**src/rtl/onehot_span_enc.sv**
```systemverilog
// One-hot to index encoder with span computation: two-stage valid/ready pipeline
// that flags malformed left/right pairs and tracks delivered-word statistics.
module onehot_span_enc #(
    parameter int WIDTH   = 12,
    parameter int CNT_W   = 16,
    localparam int IDX_W  = $clog2(WIDTH),
    localparam int SPAN_W = $clog2(WIDTH + 1)
) (
    input  logic              clk_i,
    input  logic              arst_ni,
    input  logic              clr_i,
    input  logic              valid_i,
    output logic              ready_o,
    input  logic [WIDTH-1:0]  left_oh_i,
    input  logic [WIDTH-1:0]  right_oh_i,
    output logic              valid_o,
    input  logic              ready_i,
    output logic [IDX_W-1:0]  left_idx_o,
    output logic [IDX_W-1:0]  right_idx_o,
    output logic [SPAN_W-1:0] span_o,
    output logic              empty_o,
    output logic              err_o,
    output logic [SPAN_W-1:0] max_span_o,
    output logic [CNT_W-1:0]  word_cnt_o
);

    logic [IDX_W-1:0]  w_lterm [WIDTH];
    logic [IDX_W-1:0]  w_rterm [WIDTH];
    logic [IDX_W-1:0]  w_lidx;
    logic [IDX_W-1:0]  w_ridx;
    logic              w_lmulti;
    logic              w_rmulti;
    logic              w_adv1;
    logic              w_adv2;
    logic              w_in_hs;
    logic              w_out_hs;
    logic              w_err;
    logic              w_empty;
    logic [SPAN_W-1:0] w_span;

    logic              r_rdy_en;
    logic              r_s1_v;
    logic [IDX_W-1:0]  r_s1_lidx;
    logic [IDX_W-1:0]  r_s1_ridx;
    logic              r_s1_lzero;
    logic              r_s1_rzero;
    logic              r_s1_lmulti;
    logic              r_s1_rmulti;

    logic              r_s2_v;
    logic [IDX_W-1:0]  r_s2_lidx;
    logic [IDX_W-1:0]  r_s2_ridx;
    logic [SPAN_W-1:0] r_s2_span;
    logic              r_s2_empty;
    logic              r_s2_err;

    logic [SPAN_W-1:0] r_max_span;
    logic [CNT_W-1:0]  r_word_cnt;

    // Each set bit contributes its own position; OR-ing gives the index of a one-hot word.
    generate
        for (genvar gi = 0; gi < WIDTH; gi++) begin : g_term
            assign w_lterm[gi] = left_oh_i[gi]  ? IDX_W'(gi) : '0;
            assign w_rterm[gi] = right_oh_i[gi] ? IDX_W'(gi) : '0;
        end
    endgenerate

    always_comb begin
        w_lidx = '0;
        w_ridx = '0;
        for (int i = 0; i < WIDTH; i++) begin
            w_lidx = w_lidx | w_lterm[i];
            w_ridx = w_ridx | w_rterm[i];
        end
    end

    assign w_lmulti = |(left_oh_i  & (left_oh_i  - WIDTH'(1)));
    assign w_rmulti = |(right_oh_i & (right_oh_i - WIDTH'(1)));

    assign w_adv2   = !r_s2_v || ready_i;
    assign w_adv1   = !r_s1_v || w_adv2;
    // Held low until the first clock after reset release.
    assign ready_o  = r_rdy_en && w_adv1;
    assign w_in_hs  = valid_i && ready_o;
    assign w_out_hs = r_s2_v && ready_i;

    always_comb begin
        w_err   = r_s1_lmulti || r_s1_rmulti || (r_s1_lzero != r_s1_rzero) ||
                  (r_s1_lidx < r_s1_ridx);
        w_empty = r_s1_lzero && r_s1_rzero;
        w_span  = '0;
        if (!w_err && !w_empty) begin
            w_span = SPAN_W'(r_s1_lidx) - SPAN_W'(r_s1_ridx) + SPAN_W'(1);
        end
    end

    always_ff @(posedge clk_i or negedge arst_ni) begin
        if (!arst_ni) begin
            r_rdy_en    <= 1'b0;
            r_s1_v      <= 1'b0;
            r_s1_lidx   <= '0;
            r_s1_ridx   <= '0;
            r_s1_lzero  <= 1'b0;
            r_s1_rzero  <= 1'b0;
            r_s1_lmulti <= 1'b0;
            r_s1_rmulti <= 1'b0;
        end else begin
            r_rdy_en <= 1'b1;
            if (w_adv1) begin
                r_s1_v <= w_in_hs;
                if (w_in_hs) begin
                    r_s1_lidx   <= w_lidx;
                    r_s1_ridx   <= w_ridx;
                    r_s1_lzero  <= (left_oh_i == '0);
                    r_s1_rzero  <= (right_oh_i == '0);
                    r_s1_lmulti <= w_lmulti;
                    r_s1_rmulti <= w_rmulti;
                end
            end
        end
    end

    always_ff @(posedge clk_i or negedge arst_ni) begin
        if (!arst_ni) begin
            r_s2_v     <= 1'b0;
            r_s2_lidx  <= '0;
            r_s2_ridx  <= '0;
            r_s2_span  <= '0;
            r_s2_empty <= 1'b0;
            r_s2_err   <= 1'b0;
        end else if (w_adv2) begin
            r_s2_v <= r_s1_v;
            if (r_s1_v) begin
                r_s2_lidx  <= w_err ? '0 : r_s1_lidx;
                r_s2_ridx  <= w_err ? '0 : r_s1_ridx;
                r_s2_span  <= w_span;
                r_s2_empty <= w_empty;
                r_s2_err   <= w_err;
            end
        end
    end

    // Clear takes priority over a coinciding delivery.
    always_ff @(posedge clk_i or negedge arst_ni) begin
        if (!arst_ni) begin
            r_max_span <= '0;
            r_word_cnt <= '0;
        end else if (clr_i) begin
            r_max_span <= '0;
            r_word_cnt <= '0;
        end else if (w_out_hs) begin
            if (r_word_cnt != {CNT_W{1'b1}}) begin
                r_word_cnt <= r_word_cnt + CNT_W'(1);
            end
            if (!r_s2_err && (r_s2_span > r_max_span)) begin
                r_max_span <= r_s2_span;
            end
        end
    end

    assign valid_o     = r_s2_v;
    assign left_idx_o  = r_s2_lidx;
    assign right_idx_o = r_s2_ridx;
    assign span_o      = r_s2_span;
    assign empty_o     = r_s2_empty;
    assign err_o       = r_s2_err;
    assign max_span_o  = r_max_span;
    assign word_cnt_o  = r_word_cnt;

endmodule
```
**config.mk**
```make
export PLATFORM = sky130hd
export DESIGN_NAME = onehot_span_enc
export DESIGN_NICKNAME = d
export VERILOG_FILES = /design/src/rtl/onehot_span_enc.sv
export SDC_FILE = /design/constraint.sdc
export NUM_CORES = 1
export LEC_CHECK = 0
export CAP_MARGIN = 10
export CORE_MARGIN = 2
export CORE_UTILIZATION = 50
export DETAILED_ROUTE_END_ITERATION = 16
export PLACE_DENSITY = 0.86
export SLEW_MARGIN = 5
export SYNTH_ARGS = -nofsm -noshare
export SYNTH_HDL_FRONTEND = slang
export SYNTH_SLANG_ARGS = --single-unit
```
**constraint.sdc**
```tcl
create_clock -name clk_i -period 2.6 [get_ports clk_i]
set_clock_uncertainty 0.2 [all_clocks]
set_input_delay 0.26 -clock clk_i [delete_from_list [all_inputs] [get_ports clk_i]]
set_output_delay 0.26 -clock clk_i [all_outputs]
set_load 0.02 [all_outputs]
```
Yosys cells after proc, flatten, opt, wreduce, memory -nomap -nowiden:

Index checks and enable logic that the tools add are counted.

* output and inout port bits: 36
* memory bits (read-only): 0
* flip-flop bits (word level): 49
* memories kept: 0
* RAM bits: 0
* input bits: 29
* word-level logic and storage cells: 105
* latch bits: 0

* mux-type cells: 31
* equal/unequal tests: 2
* add/sub/neg operators: 5
* bitwise logic cells: 22
* reductions and logical operators: 27
* $mul: 0
* div/mod/pow operators: 0
* $lt $le $gt $ge: 2
* shifts and indexed selects: 0

Operators by type and width (count)
* $mux 4: 14
* $mux 16: 3
* $and 12x12->12: 2
* $logic_not 12->1: 2
* $mux 3: 8
* $or 4x4->4: 6
* $reduce_or 12->1: 2
* $sub 12x1->12 const B: 2
* $or 3x3->3: 6
* $add 16x1->16 const B: 1
* $ne 16x16->1 const B: 1
* $mux 2: 4
* $or 3x4->4: 2
* $reduce_and 2->1: 4
* $logic_and 1x1->1: 6
* $or 2x3->3: 2
* $reduce_bool 2->1: 3
* $logic_not 1->1: 5
* $logic_or 1x1->1: 5
* $add 4x1->4 const B: 1
* $gt 4x4->1: 1
* $lt 4x4->1: 1
* $or 1x2->2: 2
* $or 2x2->2: 2
* other kinds (3): 4

Logic depth before layout (Yosys ltp):

Gate-level depths: netlist of the first run.

* depth in word-level cells: 11
* mapped depth: 8
* depth with buffers taken out: 8

Least setup slack after synthesis of the first run:

OpenSTA, ideal clock, no wires.

* kind: register to register
* start: register r_word_cnt[0], in the netlist word_cnt_o[0]
* end: register r_word_cnt[0], in the netlist word_cnt_o[0]
* stages on the path, launching flop included: 8
* arrival: 1.756 ns
* path slack: 0.519 ns
* cell sequence: dfrtp_1 ha_1 nand4_1 nand4bb_1 clkbuf_1 nor2_1 nor2_1 mux2_2

* longest elaborated chain between the ends: 4

Ends and longest elaborated chain
* start: declaration: line 58 `logic [CNT_W-1:0] r_word_cnt;`
* start signal: assignment: line 153 `r_word_cnt <= r_word_cnt + CNT_W'(1);`
* $add 16x1->16: line 153
* $mux 16: line 152 `if (r_word_cnt != {CNT_W{1'b1}}) begin`
* $mux 16: line 151 `end else if (w_out_hs) begin`
* $mux 16: line 148 `end else if (clr_i) begin`

Parallel ways exist; a longest one is shown, timed or not. The select of a mux whose other input is x is not followed.
A chain may end at the register's enable or synchronous reset.

Worst setup path in the final report of the first run:

* start: input ready_i
* end: output ready_o

* longest elaborated chain between the ends: 3

Ends and longest elaborated chain
* start: declaration: line 17 `input logic ready_i,`
* $logic_or 1x1->1: line 80 `assign w_adv2 = !r_s2_v || ready_i;`
* $logic_or 1x1->1: line 81 `assign w_adv1 = !r_s1_v || w_adv2;`
* $logic_and 1x1->1: line 83 `assign ready_o = r_rdy_en && w_adv1;`
* end: declaration: line 13 `output logic ready_o,`

Every way passes these cells.

==> flow_summary_export.csv, run 1 <==
group,metric,value,unit
clock_network,cts_resized,0,
clock_network,cts_tree,"done",
power,switching_power,392,µW
clock_network,cts.htree.levels,2,
logic_synthesis,avgSynthCellArea,9.90,µm²
worst_setup_path,crit_path_max_incr_delay,0.60,ns
job,cap_violations,0,
clock_network,cts_max_path_buffers,2,
place,pre_cts_ws,0.112,ns
clock_network,cts_sinks,49,
die,die_y,77.6,µm
timing,finalCritPeriodShare,86.7,%
timing,fmax,443,MHz
logic_synthesis,synth_edf_count,0,
clock_network,clk_pin_slew,0.09,ns
worst_setup_path,crit_chain,"clkdlybuf4s50_1 -> nand3b_1 -> and2_2 -> clkdlybuf4s50_1",
grt,grt_overflow,0,
grt,grt_max_degree,24,
timing,finalHoldViolCount,0,
logic_synthesis,synth_flop_cell,"dfrtp_1",
timing,slew_headroom,64.8,%
place,dpl.hpwl,4640,µm
worst_setup_path,crit_family,"buffers and inverters",
grt,antenna_found_initial,0,
die,die_w,77.6,µm
logic_synthesis,synth_top_area_share,45.2,%
power,combPwrFrac,16.0,%
place,gp_congestion,0.946,
worst_setup_path,cp.depth,4,
routing,via_per_inst,5.58,
routing,drc,0,
worst_setup_path,critPathRequiredTime,2.14,ns
place,postPlaceCellArea,3490,µm²
routing,avgRoutedWirePerCell,14.2,µm
clock_network,postCtsHoldBufs,1,
routing,first_iter_violations,140,
logic_synthesis,yosys_warnings,0,
timing,tightest_slew,0.523,ns
timing,fin_crit,2.26,ns
routing,wl,5980,µm
grt,grt_pass1_vias,2169,
logic_synthesis,synth_area_leaders,"dfrtp_1, ha_1, xor2_1",
worst_setup_path,worst_ep_arrival_time,1.80,ns
logic_synthesis,synth-seq-cells,49,
power,p_int,1.08,mW
run_status,status,"completed",
logic_synthesis,synth_cell_types,46,
place,dp_cells,411,
grt,grt_pass1_wl,10100,µm
cells_and_area,post-route-util,69.4,%
power,cellLeakagePower,1.48,nW
timing,finalSetupTns,0,ns
logic_synthesis,synth_area,2710,µm²
logic_synthesis,syn_inst,274,
power,p_clk_share,29.5,%
cells_and_area,drive_above_1_share,7.71,%
die,pin_count,65,
timing,rsz0062_at_grt,"no",
logic_synthesis,yosysTopAreaCell,"dfrtp_1",
cells_and_area,fin_cells,420,
timing,finalSetupViolCount,0,
worst_setup_path,crit_path_start_kind,"primary input",
worst_setup_path,slowest_stage,"clkdlybuf4s50_1",
logic_synthesis,synth-async-reset-ratio,100,%
power,worst_ir_drop_vdd,0.297,mV
worst_hold_path,worstHoldPathType,"primary input to async pin",
clock_network,cts_buffers,5,
worst_setup_path,crit_path_end_kind,"output port",
routing,ant_nets,0,
worst_setup_path,path_buf_inv,2,
cells_and_area,layout.nets,393,
clock_network,clock-root-buffer,"clkbuf_8",
timing,worst_slack,0.345,ns
cells_and_area,finish.instance_area,3590,µm²
die,die_area,6030,µm²
power,powerDensity,411,nW/µm²
worst_setup_path,critPathMaxFanout,5,
logic_synthesis,synth_nets,318,
power,p_seq_share,54.5,%
clock_network,postCtsSetupBuffers,0,
clock_network,clock_latency,0.30,ns
worst_setup_path,reg2reg_depth,6,
worst_setup_path,cp_common_cell,"clkdlybuf4s50_1",
cells_and_area,nFillCells,391,
cells_and_area,area_delta_synth_final,32.3,%
die,num_rows,26,
place,io_buffers,64,
power,total_power,1.48,mW
power,p_sw_share,26.5,%
worst_setup_path,worst-setup-path-type,"primary input to output port",
cells_and_area,antenna_cells,0,
die,core,5170,µm²
timing,whs,0.261,ns
routing,dr.pass1.iters,4,
routing,vias,2343,
die,start_util,52.4,%
grt,grt_usage,21.0,%
logic_synthesis,ys_seq_area_share,45.2,%
timing,maxSlewViolCount,0,
routing by layer:
metal / GRT usage [%] / wire length (µm)
met1: 28.2 / 2560
met2: 33.1 / 2860
met3: 5.23 / 463
met4: 7.50 / 94
met5: 0 / 0
area by class of cell:
class	instances	area, µm²	share of cell area (%)
multi-input combinational	200	1390	38.8
sequential	49	1230	34.2
timing repair buffer	76	728	20.3
tap	70	87.6	2.44
clock buffer	5	68.8	1.92
inverter	17	63.8	1.78
clock inverter	3	22.5	0.628
synthesized netlist by cell type, drive strengths merged, types with 4 or more instances:
library cell  number
nor4              11
nor2b              4
a21oi             10
o2111ai            4
nand3              7
nor2              30
inv               17
mux2i              4
ha                13
dfrtp             49
clkbuf             7
or4                7
nor3               6
nand2b            12
a22o              11
nand2             13
o21ai             14
xor2              14
maj3               4
worst register-to-register path, stage by stage (launching register included):
cell       delay, ns
dfrtp_1         0.44
ha_1            0.22
nand4_1         0.17
nand4bb_1       0.45
nor2_1          0.28
nor2_1          0.07
mux2_2          0.27
worst paths after layout:
path	start	to	slack [ns]
max in group asynchronous	arst_ni	err_o	1.35
hold reg to reg	left_idx_o[1]	left_idx_o[1]	0.31
setup / recovery	ready_i	ready_o	0.34
hold / removal	arst_ni	r_rdy_en	0.26
setup reg to reg	word_cnt_o[0]	word_cnt_o[0]	0.40
min in group clk_i	left_idx_o[1]	left_idx_o[1]	0.31
power groups by stage:
stage | Sequential, mW | Combinational (mW) | Clock, mW
floorplan | 0.825 | 0.100 | 0
global placement | 0.818 | 0.231 | 0
detailed placement | 0.819 | 0.235 | 0
CTS | 0.804 | 0.237 | 0.452
global route | 0.808 | 0.263 | 0.481
finish | 0.804 | 0.236 | 0.435
cells by family (layout without fill, tap and decap cells):
group,after synthesis,in the layout,share of synthesized area [%]
AND/OR/NAND/NOR,107,107,21.2
AO/OA/AOI/OAI,52,52,13.8
flip-flops,49,49,45.2
buffers and inverters,25,101,3.46
adder cells (fa/ha/maj),19,19,8.95
XOR/XNOR,15,15,4.85
multiplexers,6,6,2.31
other,1,1,0.138
flip-flops by register name (all words and copies together), names as in the netlist:
signal	cells
word_cnt_o	16
left_idx_o	4
max_span_o	4
r_s1_lidx	4
r_s1_ridx	4
right_idx_o	4
span_o	4
empty_o	1
err_o	1
r_rdy_en	1
r_s1_lmulti	1
r_s1_lzero	1
r_s1_rmulti	1
r_s1_rzero	1
r_s1_v	1
valid_o	1
cells in the final DEF (no fill, tap or decap), types with 6 or more instances in the layout:
| cell | netlist | routed |
|---|---|---|
| a22o_1 | 11 | 11 |
| clkdlybuf4s50_1 | 0 | 63 |
| nor2_1 | 30 | 30 |
| xor2_1 | 14 | 14 |
| o21ai_0 | 14 | 14 |
| inv_1 | 17 | 17 |
| nand2_1 | 13 | 13 |
| ha_1 | 13 | 13 |
| nand3_1 | 7 | 7 |
| buf_4 | 0 | 11 |
| nor4_1 | 11 | 11 |
| nand2b_1 | 12 | 12 |
| nor3_1 | 6 | 6 |
| a21oi_1 | 10 | 10 |
| dfrtp_1 | 49 | 49 |
Note: power is estimated with default switching activity, not from simulation.
==> inputs of run 2 (changes only) <==
--- a/config.mk
+++ b/config.mk
@@ -10,7 +10,6 @@
 export CORE_UTILIZATION = 50
 export DETAILED_ROUTE_END_ITERATION = 16
 export PLACE_DENSITY = 0.86
-export SLEW_MARGIN = 5
 export SYNTH_ARGS = -nofsm -noshare
 export SYNTH_HDL_FRONTEND = slang
 export SYNTH_SLANG_ARGS = --single-unit
==> constraint.sdc (replaced) <==
create_clock -name clk_i -period 2.3 [get_ports clk_i]
set_clock_uncertainty 0.2 [all_clocks]
set_input_delay 0.23 -clock clk_i [delete_from_list [all_inputs] [get_ports clk_i]]
set_output_delay 0.23 -clock clk_i [all_outputs]
set_load 0.02 [all_outputs]
==> run 2 against run 1 <==
Worst setup slack lost 0.20 ns. Cell count grew 3.1%. Die area is the same. Highest routed layer unchanged. Critical path type is now register to register. Hold slack lost 0.021 ns. Sequential share of layout area shrank 1.3 points. Critical path depth grew 2. Flip-flop and latch count is the same. Critical endpoint is now word_cnt_o[0]. Sequential power grew 13%.
==> flow_summary_export.csv, run 2 (synthesized netlist as in run 1, its figures left out) <==
group,metric,value,unit
timing,worst_slack,0.148,ns
worst_setup_path,critPathMaxFanout,9,
worst_setup_path,slowest_stage,"dfrtp_1",
clock_network,cts_sinks,49,
routing,ant_nets,0,
power,worst_ir_drop_vdd,0.286,mV
worst_setup_path,crit_path_start_kind,"register",
clock_network,postCtsSetupBuffers,0,
cells_and_area,antenna_cells,0,
worst_setup_path,crit_chain,"ha_1 -> nand4_1 -> nand4bb_2 -> nor2_1 -> nor2_1 -> mux2_2",
die,die_area,6030,µm²
routing,drc,0,
cells_and_area,largest_reg_flops,16,
cells_and_area,layout_common_cells,"clkdlybuf4s50_1, dfrtp_1, nor2_1, buf_4, inv_1",
worst_setup_path,r2r_end,"word_cnt_o[0]",
timing,whs,0.240,ns
worst_setup_path,reg2reg_from,"word_cnt_o[0]",
die,num_rows,26,
routing,via_per_inst,5.64,
clock_network,clock-root-buffer,"clkbuf_8",
grt,grt_max_degree,26,
timing,fin_crit,2.15,ns
routing,avgRoutedWirePerCell,15.5,µm
routing,wl,6730,µm
clock_network,cts.htree.levels,2,
routing,vias,2442,
clock_network,cts_max_path_buffers,2,
power,powerDensity,493,nW/µm²
timing,finalCritPeriodShare,93.6,%
die,pin_count,65,
worst_setup_path,crit_family,"simple AND/OR/NAND/NOR gates",
clock_network,cts_buffers,5,
routing,first_iter_violations,151,
cells_and_area,layout.nets,406,
clock_network,clock_latency,0.30,ns
run_status,status,"completed",
place,postPlaceCellArea,3600,µm²
worst_setup_path,reg2reg_slack,0.15,ns
worst_setup_path,reg2reg_depth,6,
timing,rsz0062_at_grt,"no",
timing,finalHoldViolCount,0,
routing,dr.pass1.iters,4,
cells_and_area,area_delta_synth_final,37.7,%
worst_setup_path,worst-setup-path-type,"register to register",
clock_network,cts_tree,"done",
timing,fmax,465,MHz
timing,finalSetupTns,0,ns
grt,antenna_found_initial,0,
die,die_w,77.6,µm
grt,grt_overflow,0,
clock_network,clk_pin_slew,0.09,ns
worst_setup_path,cp_common_cell,"nor2_1",
worst_setup_path,worst_ep_arrival_time,2.14,ns
place,io_buffers,64,
grt,grt_pass1_vias,2454,
worst_setup_path,path_buf_inv,0,
timing,slew_headroom,63.0,%
worst_hold_path,worstHoldPathType,"primary input to async pin",
power,cellLeakagePower,1.58,nW
cells_and_area,drive_above_1_share,11.3,%
place,pre_cts_ws,-0.167,ns
job,cap_violations,0,
place,gp_congestion,0.869,
die,core,5170,µm²
cells_and_area,finish.instance_area,3730,µm²
worst_setup_path,crit_path_max_incr_delay,0.44,ns
die,start_util,52.4,%
worst_setup_path,critPathRequiredTime,2.29,ns
cells_and_area,final_common_cell,"clkdlybuf4s50_1",
timing,finalSetupViolCount,0,
worst_setup_path,crit_path_end_kind,"register",
timing,maxSlewViolCount,0,
place,dpl.hpwl,5100,µm
grt,grt_usage,23.6,%
grt,grt_pass1_wl,11400,µm
timing,tightest_slew,0.550,ns
worst_setup_path,cp.depth,6,
cells_and_area,fin_cells,433,
die,die_y,77.6,µm
place,dp_cells,424,
## run 2: changes by cell type in the layout (fill, tap and decap cells not counted)
cell	change
clkbuf_1	+1
clkbuf_8	+1
clkinvlp_4	-3
nand4bb_1	-1
buf_12	+1
nand4bb_2	+1
a2111oi_1	-1
a2111oi_2	+1
buf_4	+12
bufinv_16	+1
## run 2: worst max path at each step
stage,start,end,slack [ns]
after floorplan,word_cnt_o[0],word_cnt_o[0],0.22
after global placement,right_oh_i[3],r_s1_rmulti,-0.08
after detailed placement,right_oh_i[3],r_s1_rmulti,-0.17
after CTS,word_cnt_o[0],word_cnt_o[0],0.11
after global routing,word_cnt_o[1],word_cnt_o[0],0.04
final,word_cnt_o[0],word_cnt_o[0],0.15
## run 2: timing repair
item / 4_1_cts / 5_1_grt
endpoints found under the setup margin: 0 / 3
hold buffers: 1 / 0
endpoints found under the hold margin: 24 / 0
gates resized for setup: 0 / 2
## run 2: metal layers
layer | vias up | share of wire, % | GRT usage (%)
met1 | 1177 | 42 | 29.9
li1 | 1167 | - | -
met3 | 9 | 6.0 | 4.77
met4 | 0 | 1.5 | 6.79
met5 | - | 0 | 0
met2 | 89 | 50 | 40.7
## run 2: worst register-to-register path, delay by kind of cell, from the launching register on
kind | cells | cell delay, ns
simple gates | 4 | 0.90
mux | 1 | 0.27
flops | 1 | 0.44
fa+ha+maj | 1 | 0.23
## run 2: cell type report
cell class / instances / area (µm²)
multi-input cells: 200 / 1400
fillers: 374 / 1440
clock inverters: 1 / 30.0
repair buffers: 89 / 838
flip-flops and latches: 49 / 1230
clock buffers: 7 / 86.3
well taps: 70 / 87.6
inverters: 17 / 63.8
## run 2: power breakdown
group | leakage, nW | switching (mW) | internal [mW]
clock | 0.0585 | 0.279 | 0.355
sequential | 0.628 | 0.0276 | 0.883
combinational | 0.892 | 0.151 | 0.144
total | 1.58 | 0.458 | 1.38
## run 2: per-stage QoR
step / util [%] / power [mW]
3_3_place_gp: 69.5 / 1.20
5_1_grt: 72.2 / 1.91
6_report: 72.2 / 1.84
2_1_floorplan: - / 1.05
3_5_place_dp: 69.5 / 1.22
4_1_cts: 72.0 / 1.85
==> inputs of run 3 (changes only) <==
==> constraint.sdc (replaced) <==
create_clock -name clk_i -period 2 [get_ports clk_i]
set_clock_uncertainty 0.2 [all_clocks]
set_input_delay 0.2 -clock clk_i [delete_from_list [all_inputs] [get_ports clk_i]]
set_output_delay 0.2 -clock clk_i [all_outputs]
set_load 0.02 [all_outputs]
==> run 3 against run 2 <==
Core utilization grew 5.2 points. Sequential power grew 14%. Non-clock buffer count grew 28. Hold slack lost 0.011 ns. Global-route usage grew 0.93 points. Worst setup slack lost 0.13 ns. Cell count grew 6.5%. Fmax grew 8.6%. Routed wire length grew 9.7%. Critical path depth is the same. Critical endpoint is now span_o[1].
==> flow_summary_export.csv, run 3 (synthesized netlist as in run 1, its figures left out) <==
group,metric,value,unit
die,pin_count,65,
grt,grt_pass1_wl,11700,µm
job,cap_violations,0,
grt,grt_pass1_vias,2540,
clock_network,clock-root-buffer,"clkbuf_8",
routing,wl,7380,µm
power,powerDensity,501,nW/µm²
clock_network,cts_tree,"done",
worst_setup_path,reg2reg_from,"r_s1_ridx[1]",
cells_and_area,area_delta_synth_final,47.6,%
die,die_y,77.6,µm
worst_setup_path,slowest_stage,"dfrtp_1",
worst_setup_path,r2r_end,"span_o[1]",
routing,vias,2572,
routing,drc,0,
worst_setup_path,critPathRequiredTime,2.03,ns
grt,antenna_found_initial,0,
timing,slew_headroom,61.1,%
cells_and_area,final_common_cell,"clkdlybuf4s50_1",
routing,first_iter_violations,162,
die,die_area,6030,µm²
clock_network,clock_latency,0.30,ns
timing,tightest_slew,0.584,ns
clock_network,clk_pin_slew,0.09,ns
routing,dr.pass1.iters,4,
worst_setup_path,reg2reg_slack,0.02,ns
cells_and_area,fin_cells,461,
power,cellLeakagePower,1.74,nW
clock_network,cts_max_path_buffers,2,
place,io_buffers,64,
clock_network,cts.htree.levels,2,
cells_and_area,largest_reg_flops,16,
worst_setup_path,critPathLaunch,"r_s1_ridx[1]",
place,gp_congestion,0.901,
timing,fmax,505,MHz
cells_and_area,nFillCells,331,
place,dpl.hpwl,5230,µm
worst_setup_path,crit_path_end_kind,"register",
power,worst_ir_drop_vdd,0.266,mV
cells_and_area,antenna_cells,0,
worst_hold_path,worstHoldPathType,"primary input to async pin",
worst_setup_path,critPathMaxFanout,3,
clock_network,cts_buffers,5,
worst_setup_path,crit_path_max_incr_delay,0.44,ns
grt,grt_overflow,0,
die,die_w,77.6,µm
routing,avgRoutedWirePerCell,16.0,µm
die,num_rows,26,
die,start_util,52.4,%
timing,finalSetupViolCount,0,
worst_setup_path,reg2reg_depth,6,
cells_and_area,post-route-util,77.4,%
worst_setup_path,crit_chain,"ha_4 -> nor2b_4 -> o211ai_1 -> a211oi_4 -> nor2b_1 -> a22o_1",
timing,finalHoldViolCount,0,
clock_network,cts_sinks,49,
place,dp_cells,446,
cells_and_area,drive_above_1_share,21.5,%
grt,grt_max_degree,27,
grt,grt_usage,24.5,%
routing,via_per_inst,5.58,
worst_setup_path,crit_end,"span_o[1]",
worst_setup_path,crit_path_start_kind,"register",
cells_and_area,layout_common_cells,"clkdlybuf4s50_1, buf_4, dfrtp_1, nor2_1, inv_1",
cells_and_area,multiInputGateArea,1490,µm²
timing,maxSlewViolCount,0,
cells_and_area,layout.nets,434,
run_status,status,"completed",
timing,finalCritPeriodShare,99.0,%
die,core,5170,µm²
timing,fin_crit,1.98,ns
cells_and_area,layout.area.seq,1230,µm²
worst_setup_path,worst-setup-path-type,"register to register",
worst_setup_path,worst_ep_arrival_time,2.01,ns
routing,ant_nets,0,
-- run 3: what timing repair did --
item | CTS | global route
gates resized for setup | 11 | 19
endpoints found under the hold margin | 23 | 0
setup buffers | 2 | 4
hold buffers | 1 | 0
pin swaps | 6 | 8
endpoints found under the setup margin | 9 | 23
-- run 3: cell type report --
type | instances | area share, %
timing repair buffer | 117 | 26.2
multi-input combinational | 200 | 37.3
tap | 70 | 2.19
clock inverter | 2 | 0.250
clock buffer | 6 | 1.81
sequential | 49 | 30.7
inverter | 17 | 1.59
-- run 3: stage by stage --
stage / power [mW] / area [µm²] / worst slack, ns / hold WS [ns] / TNS [ns]
finish: 2.01 / 4000 / 0.0191 / 0.229 / 0
global route: 2.10 / 4000 / -0.0470 / 0.253 / -0.274
CTS: 2.00 / 3900 / 0.00613 / 0.214 / 0
detailed placement: 1.44 / 3760 / -0.419 / 0.0312 / -1.56
global placement: 1.42 / 3760 / -0.346 / 0.0198 / -0.996
floorplan: 1.20 / 2720 / -0.0382 / -0.296 / -0.0382
-- run 3: critical path, delay by kind of cell (launching register included) --
family / cells / cell delay, ns
adders and majority gates: 1 / 0.30
AOI/OAI and AO/OA: 3 / 0.61
and+or+nand+nor: 2 / 0.36
DFF: 1 / 0.44
-- run 3: worst min-delay path by stage --
stage | to | start | depth (start not counted) | slack [ns]
6_report | word_cnt_o[4] | arst_ni | 2 | 0.23
5_1_grt | r_s1_lidx[0] | left_oh_i[3] | 4 | 0.25
4_1_cts | r_s1_lidx[0] | left_oh_i[3] | 4 | 0.21
3_5_place_dp | word_cnt_o[4] | arst_ni | 1 | 0.03
3_3_place_gp | word_cnt_o[5] | arst_ni | 1 | 0.02
2_1_floorplan | empty_o | arst_ni | 0 | -0.30
-- run 3: routing by layer --
layer / up-vias / GRT usage [%] / wire (µm)
met5: - / 0 / 0
met4: 0 / 8.04 / 206
met3: 19 / 4.77 / 407
met2: 104 / 43.1 / 3800
met1: 1227 / 30.1 / 2970
li1: 1222 / - / -
-- run 3: where the power goes --
| part | switching, mW | internal (mW) | total, mW | leakage [nW] |
|---|---|---|---|---|
| sequential | 0.0248 | 1.02 | 1.04 | 0.627 |
| combinational | 0.204 | 0.201 | 0.405 | 1.06 |
| clock | 0.317 | 0.243 | 0.560 | 0.0450 |
